===== src/rtl/xmod_pkg.sv =====
// Shared definitions for the iterative X mod (2^K - C) residue unit.
//   state_t      : controller states
//   FOLD_CNT_W   : width of the optional fold-step counter
//   prod_width() : width of hi * C, where hi is (W-K) bits and C fits in K bits
package xmod_pkg;

  typedef enum logic [1:0] {
    IDLE = 2'd0,
    FOLD = 2'd1,
    DONE = 2'd2
  } state_t;

  localparam int unsigned FOLD_CNT_W = 8;

  // hi has W-K bits and C has at most K bits, so the product never needs more than W bits.
  function automatic int unsigned prod_width(input int unsigned w, input int unsigned k);
    return (w - k) + k;
  endfunction

endpackage


===== src/rtl/xmod_fold_step.sv =====
// Combinational fold step for M = 2^K - C.
//   acc      in  W : current accumulator
//   acc_next out W : acc[K-1:0] + acc[W-1:K] * C   (2^K == C mod M)
//   hi_zero  out 1 : acc[W-1:K] == 0, i.e. acc < 2^K
//   r_corr   out K : low K bits with one conditional subtract of M
module xmod_fold_step
  import xmod_pkg::*;
#(
  parameter int unsigned W = 100,
  parameter int unsigned K = 8,
  parameter int unsigned C = 15
) (
  input  logic [W-1:0] acc,
  output logic [W-1:0] acc_next,
  output logic         hi_zero,
  output logic [K-1:0] r_corr
);

  localparam int unsigned HI_W   = W - K;
  localparam int unsigned PROD_W = prod_width(W, K);
  localparam logic [K-1:0] M     = K'((64'd1 << K) - 64'(C));

  logic [HI_W-1:0]   hi;
  logic [K-1:0]      lo;
  logic [PROD_W-1:0] prod;

  assign hi      = acc[W-1:K];
  assign lo      = acc[K-1:0];
  assign hi_zero = (hi == '0);

  // The sum is strictly smaller than acc whenever hi != 0, so W bits always suffice.
  assign prod     = PROD_W'(hi) * PROD_W'(C);
  assign acc_next = W'(lo) + W'(prod);

  // Once hi == 0 we have lo < 2^K < 2M, so a single subtract finishes the reduction.
  assign r_corr = (lo >= M) ? (lo - M) : lo;

endmodule


===== src/rtl/x_mod_fold_seq.sv =====
// Sequential residue unit: out_r = in_x mod (2^K - C) by iterative folding.
// Optional feature macro: XMOD_FOLD_CNT_EN adds the out_folds port and fold counter.
//   clk        in  1  clock, rising edge
//   rst        in  1  synchronous active-high reset
//   in_valid   in  1  operand present
//   in_ready   out 1  unit idle, can accept an operand
//   in_x       in  W  operand, unsigned
//   out_valid  out 1  result present
//   out_ready  in  1  consumer accepts result
//   out_r      out K  residue, 0..M-1
//   out_folds  out 8  fold steps used (XMOD_FOLD_CNT_EN only)
module x_mod_fold_seq
  import xmod_pkg::*;
#(
  parameter int unsigned W = 100,
  parameter int unsigned K = 8,
  parameter int unsigned C = 15
) (
  input  logic                  clk,
  input  logic                  rst,
  input  logic                  in_valid,
  output logic                  in_ready,
  input  logic [W-1:0]          in_x,
  output logic                  out_valid,
  input  logic                  out_ready,
  output logic [K-1:0]          out_r
`ifdef XMOD_FOLD_CNT_EN
  ,
  output logic [FOLD_CNT_W-1:0] out_folds
`endif
);

  // Reject configurations where the fold does not strictly shrink or the result
  // would not fit: C must be nonzero and below 2^(K-1), and W must exceed K.
  generate
    if (C == 0 || C >= (32'd1 << (K - 1)) || W <= K || prod_width(W, K) != W) begin : g_bad_cfg
      $error("x_mod_fold_seq: illegal parameters W=%0d K=%0d C=%0d", W, K, C);
    end
  endgenerate

  state_t         state;
  state_t         state_next;
  logic [W-1:0]   acc;
  logic [W-1:0]   acc_next;
  logic           hi_zero;
  logic [K-1:0]   r_corr;
  logic           accept_c;
  logic           fold_c;
  logic           finish_c;

  xmod_fold_step #(
    .W(W),
    .K(K),
    .C(C)
  ) u_fold_step (
    .acc     (acc),
    .acc_next(acc_next),
    .hi_zero (hi_zero),
    .r_corr  (r_corr)
  );

  // State register.
  always_ff @(posedge clk) begin
    if (rst) begin
      state <= IDLE;
    end else begin
      state <= state_next;
    end
  end

  // Next-state and step-control decode.
  always_comb begin
    state_next = state;
    accept_c   = 1'b0;
    fold_c     = 1'b0;
    finish_c   = 1'b0;
    case (state)
      IDLE: begin
        if (in_valid) begin
          accept_c   = 1'b1;
          state_next = FOLD;
        end
      end
      FOLD: begin
        if (hi_zero) begin
          finish_c   = 1'b1;
          state_next = DONE;
        end else begin
          fold_c = 1'b1;
        end
      end
      DONE: begin
        if (out_ready) begin
          state_next = IDLE;
        end
      end
      default: state_next = IDLE;
    endcase
  end

  // Accumulator, result and handshake registers; handshake flags mirror the next state
  // so they stay pure functions of registered state.
  always_ff @(posedge clk) begin
    if (rst) begin
      acc       <= '0;
      out_r     <= '0;
      out_valid <= 1'b0;
      in_ready  <= 1'b1;
    end else begin
      out_valid <= (state_next == DONE);
      in_ready  <= (state_next == IDLE);
      if (accept_c) begin
        acc <= in_x;
      end else if (fold_c) begin
        acc <= acc_next;
      end
      if (finish_c) begin
        out_r <= r_corr;
      end
    end
  end

`ifdef XMOD_FOLD_CNT_EN
  logic [FOLD_CNT_W-1:0] fold_cnt;

  // Fold-step counter: cleared on accept, saturating.
  always_ff @(posedge clk) begin
    if (rst) begin
      fold_cnt <= '0;
    end else if (accept_c) begin
      fold_cnt <= '0;
    end else if (fold_c && (fold_cnt != '1)) begin
      fold_cnt <= fold_cnt + FOLD_CNT_W'(1);
    end
  end

  assign out_folds = fold_cnt;
`endif

endmodule


===== config.mk =====
export PLATFORM = sky130hd
export DESIGN_NAME = x_mod_fold_seq
export DESIGN_NICKNAME = d
export VERILOG_FILES = /design/src/rtl/xmod_pkg.sv /design/src/rtl/xmod_fold_step.sv /design/src/rtl/x_mod_fold_seq.sv
export SDC_FILE = /design/constraint.sdc
export NUM_CORES = 1
export LEC_CHECK = 0
export ABC_AREA = 0
export CORE_ASPECT_RATIO = 0.5
export CORE_MARGIN = 2
export CORE_UTILIZATION = 45
export CTS_CLUSTER_SIZE = 24
export DETAILED_ROUTE_END_ITERATION = 8
export PLACE_DENSITY = 0.66
export SYNTH_ARGS = -nofsm -noshare
export SYNTH_HDL_FRONTEND = slang
export SYNTH_SLANG_ARGS = --single-unit

===== constraint.sdc =====
create_clock -name clk -period 4.7 [get_ports clk]
set_clock_uncertainty 0.1 [all_clocks]
set_input_delay 0.705 -clock clk [delete_from_list [all_inputs] [get_ports clk]]
set_output_delay 0.705 -clock clk [all_outputs]
set_load 0.02 [all_outputs]

==> key figures <==
Global routing
  • First-pass GRT wire length: 90.2 mm
  • Initial antenna violation count: 1
  • Pin count of the biggest net entering global routing: 78
  • All-layer global routing usage: between 20% and 30%
  • Vias in the first global route: 16,400
  • GRT overflow: 0

Worst hold path
  • HP Start: out_r[7]$_SDFFE_PP0P_
  • Hold Path Class: reg2reg
  • Hold path cells: 2
  • Hold EP: out_r[7]$_SDFFE_PP0P_

Worst setup path
  • CP cell instances: inv_4, fa_1, inv_1, fa_1, inv_1, fa_1, inv_2, ha_4, o21ai_4, o21a_4, or4b_4, and3_4, a21oi_4, a31oi_4, buf_4, o21ba_4, o21bai_1, xor2_1, nand2_1, a31oi_1
  • Crit path DAT: 5.14 ns
  • Crit path launch type: flop
  • Crit path max fanout: 4
  • CP max stage delay: 0.53 ns
  • Crit-path most repeated cell: fa_1
  • Reg2Reg Depth: 20
  • Critical path type: reg2reg
  • R2R Setup Slk: -0.21 ns
  • Endpoint type of the worst setup path: flop
  • Worst path slowest cell: fa_1
  • Reg2reg start: acc[10]$_SDFFE_PP0P_
  • Worst EP required: 4.93 ns
  • Reg2reg end: acc[68]$_SDFFE_PP0P_

Drt
  • Remaining antenna violation count: 0
  • Drt wl/cell: 19.9 um
  • DR iter-0 viols: 1,171
  • Vias per cell: about 5.6
  • DR pass1 iterations: 5
  • Final wirelength: 57.6 mm
  • DRC violations left: 0
  • Via count: 16,200

STA
  • Max Freq: 0.204 GHz
  • Slew margin rel.: 34.1%
  • Final setup viols: 38
  • Period utilization: 105%
  • RSZ-0062 raised after global routing: yes
  • Slew @ Worst Pin: between 0.9 and 1 ns
  • Setup total negative slack: -2.97 ns
  • Final Critical Period: 4.91 ns
  • Fin. Hold Viols: 0
  • Hold Slack: 0.403 ns
  • Final worst slack: -0.213 ns
  • Pins over their slew limit: 0

Synthesis
  • Top cell type's share of synthesized area: ~22%
  • Synth warn: 0
  • Register area share after synthesis: between 10% and 20%
  • Synthesized netlist cell count: around 2,000
  • Avg Inst Size Synth: around 8.5 um2
  • Synth Area in Compound Gates: between 10% and 20%
  • Simple-gate share of the synthesized area: between 10 and 15%
  • Synth Register Bits: between 100 and 150
  • Xor/xnor share of the synthesized area: 4.36%
  • Mapped cell area: 16,900 um2
  • Synth area leader: fa_1
  • Async S/R FF share, synth: 0%
  • Post-synth EDFFs: 0
  • Post-Syn Nets: 2,524
  • Top cells by count, synth: inv_1 (258), ha_1 (238), nor2_1 (214)
  • Yosys cell types: 83
  • Ys flop type: dfxtp_1
  • Most common cell in the netlist: inv_1
  • Post-Synth Adder-Cell Area: 39.8%
  • Mux share of post-synthesis cell area: 0.267%
  • Area contributors post-synth: fa_1 (22%), ha_1 (18%), dfxtp_1 (13%), inv_1 (5.7%), nor2_1 (4.8%)
  • Largest family of logic cells by synthesized area: adder cells

Job
  • Max Cap Viol: 0

Outcome
  • Failing checks: setup timing
  • Outcome: finished, violations left

Finish
  • Number of fillers in the final layout: 3,239
  • Register area: 2260 um2
  • Share of cells above drive strength 1: 26.0%
  • Multi-input logic area: 14,800 um2
  • Final Instance Area: 22,900 um2
  • Synth-to-layout area growth: 35.5%
  • Antenna diodes: 0
  • Final net count: about 3,000

Placement
  • Gp weighted congestion: 0.957
  • DP HPWL: 45.3 mm
  • IO buf count: ~110
  • Placed cell areas: 20,800 um2

Die
  • Initial Util: between 40 and 50%
  • I/O Pins: roughly 110
  • Die ar.: between 30,000 and 40,000 um2
  • Die Y: 141 um
  • Cell Rows: 50
  • Core area: ~37,000 um2
  • Die X: between 200 and 300 um

Clocking
  • Root Buffer: clkbuf_16
  • Worst-skew pair later-pin latency: about 0.40 ns
  • CTS H-tree lvls: 3
  • CTS Buf Count: 9
  • Clock sink count: 112
  • CTS tree: yes
  • Hold-fix buffers, CTS: 0
  • Worst-path clk slew: 0.10 ns
  • CTS Buffer Depth: 2
placed cells by master, fill, tap and decap left out, types with 24 or more instances in the layout:
cell type | Yosys | layout
dfxtp_1 | 112 | 97
a21oi_2 | 0 | 24
o21ai_0 | 66 | 47
xor2_1 | 47 | 38
a21o_1 | 51 | 51
ha_4 | 0 | 35
inv_2 | 0 | 30
nand4_1 | 45 | 45
buf_4 | 1 | 335
clkdlybuf4s50_1 | 0 | 112
nor2_1 | 214 | 207
a2111oi_0 | 41 | 26
fa_1 | 187 | 187
xnor2_1 | 37 | 26
ha_1 | 238 | 203
nand2_1 | 142 | 134
a21oi_1 | 156 | 122
inv_1 | 258 | 225
metrics by stage:
| stage | setup WS [ns] | util (%) | instances |
|---|---|---|---|
| finish | -0.213 | 61.5 | 2896 |
| global route | -0.348 | 61.5 | 2896 |
| CTS | -0.235 | 59.1 | 2877 |
| detailed placement | -0.498 | 56.0 | 2846 |
| global placement | -0.445 | 56.0 | 2846 |
| floorplan | -0.0631 | - | 1995 |
repair_timing:
item / CTS / global route
gates resized for setup: 166 / 129
hold endpoints to repair: 0 / 0
pin swaps: 89 / 98
endpoints found under the setup margin: 56 / 64
buffers inserted: 16 / 20
final cells by class:
class	instances	area share, %
multi-input cells	1546	64.6
repair buffers	470	17.1
flip-flops and latches	112	9.90
inverters	258	4.27
well taps	494	2.70
clock buffers	9	0.985
clock inverters	7	0.411
sequential cells by signal, indices dropped and copies added, names as in the netlist:
signal,flops
acc,100
out_r,8
in_ready,1
out_valid,1
state,2
worst max-delay path by stage:
stage	from	endpoint	slack [ns]	cells after the start
after global routing	acc[10]$_SDFFE_PP0P_	acc[92]$_SDFFE_PP0P_	-0.35	19
after detailed placement	acc[10]$_SDFFE_PP0P_	acc[74]$_SDFFE_PP0P_	-0.50	21
after CTS	acc[11]$_SDFFE_PP0P_	acc[92]$_SDFFE_PP0P_	-0.24	20
final	acc[10]$_SDFFE_PP0P_	acc[68]$_SDFFE_PP0P_	-0.21	20
after global placement	acc[10]$_SDFFE_PP0P_	acc[94]$_SDFFE_PP0P_	-0.44	21
after floorplan	acc[10]$_SDFFE_PP0P_	acc[92]$_SDFFE_PP0P_	-0.06	19
metal layers:
layer	track usage [%]	vias up	share of wire [%]
li1	-	7661	-
met1	41.1	7965	46
met2	47.3	453	45
met3	4.24	93	5.4
met4	10.3	0	3.3
met5	0	-	0
critical path, delay by kind of cell, from the launching register on:
family / cells / cell delay, ns
AND/OR/NAND/NOR: 3 / 0.76
adder cells (fa/ha/maj): 4 / 1.78
XOR/XNOR: 1 / 0.25
buffers and inverters: 5 / 0.38
flip-flops: 1 / 0.38
AO/OA/AOI/OAI: 7 / 1.18
cell families (layout without fill, tap and decap cells):
family,after synthesis,count (layout)
AOI/OAI and AO/OA,497,497
DFF,112,112
muxes,4,4
xor gates and xnor gates,84,84
buffers and inverters,337,744
adders and majority gates,425,425
and+or+nand+nor,536,536
Power is not shown: default switching activity piles up to over one toggle a cycle in this logic, so the estimate is an artifact.
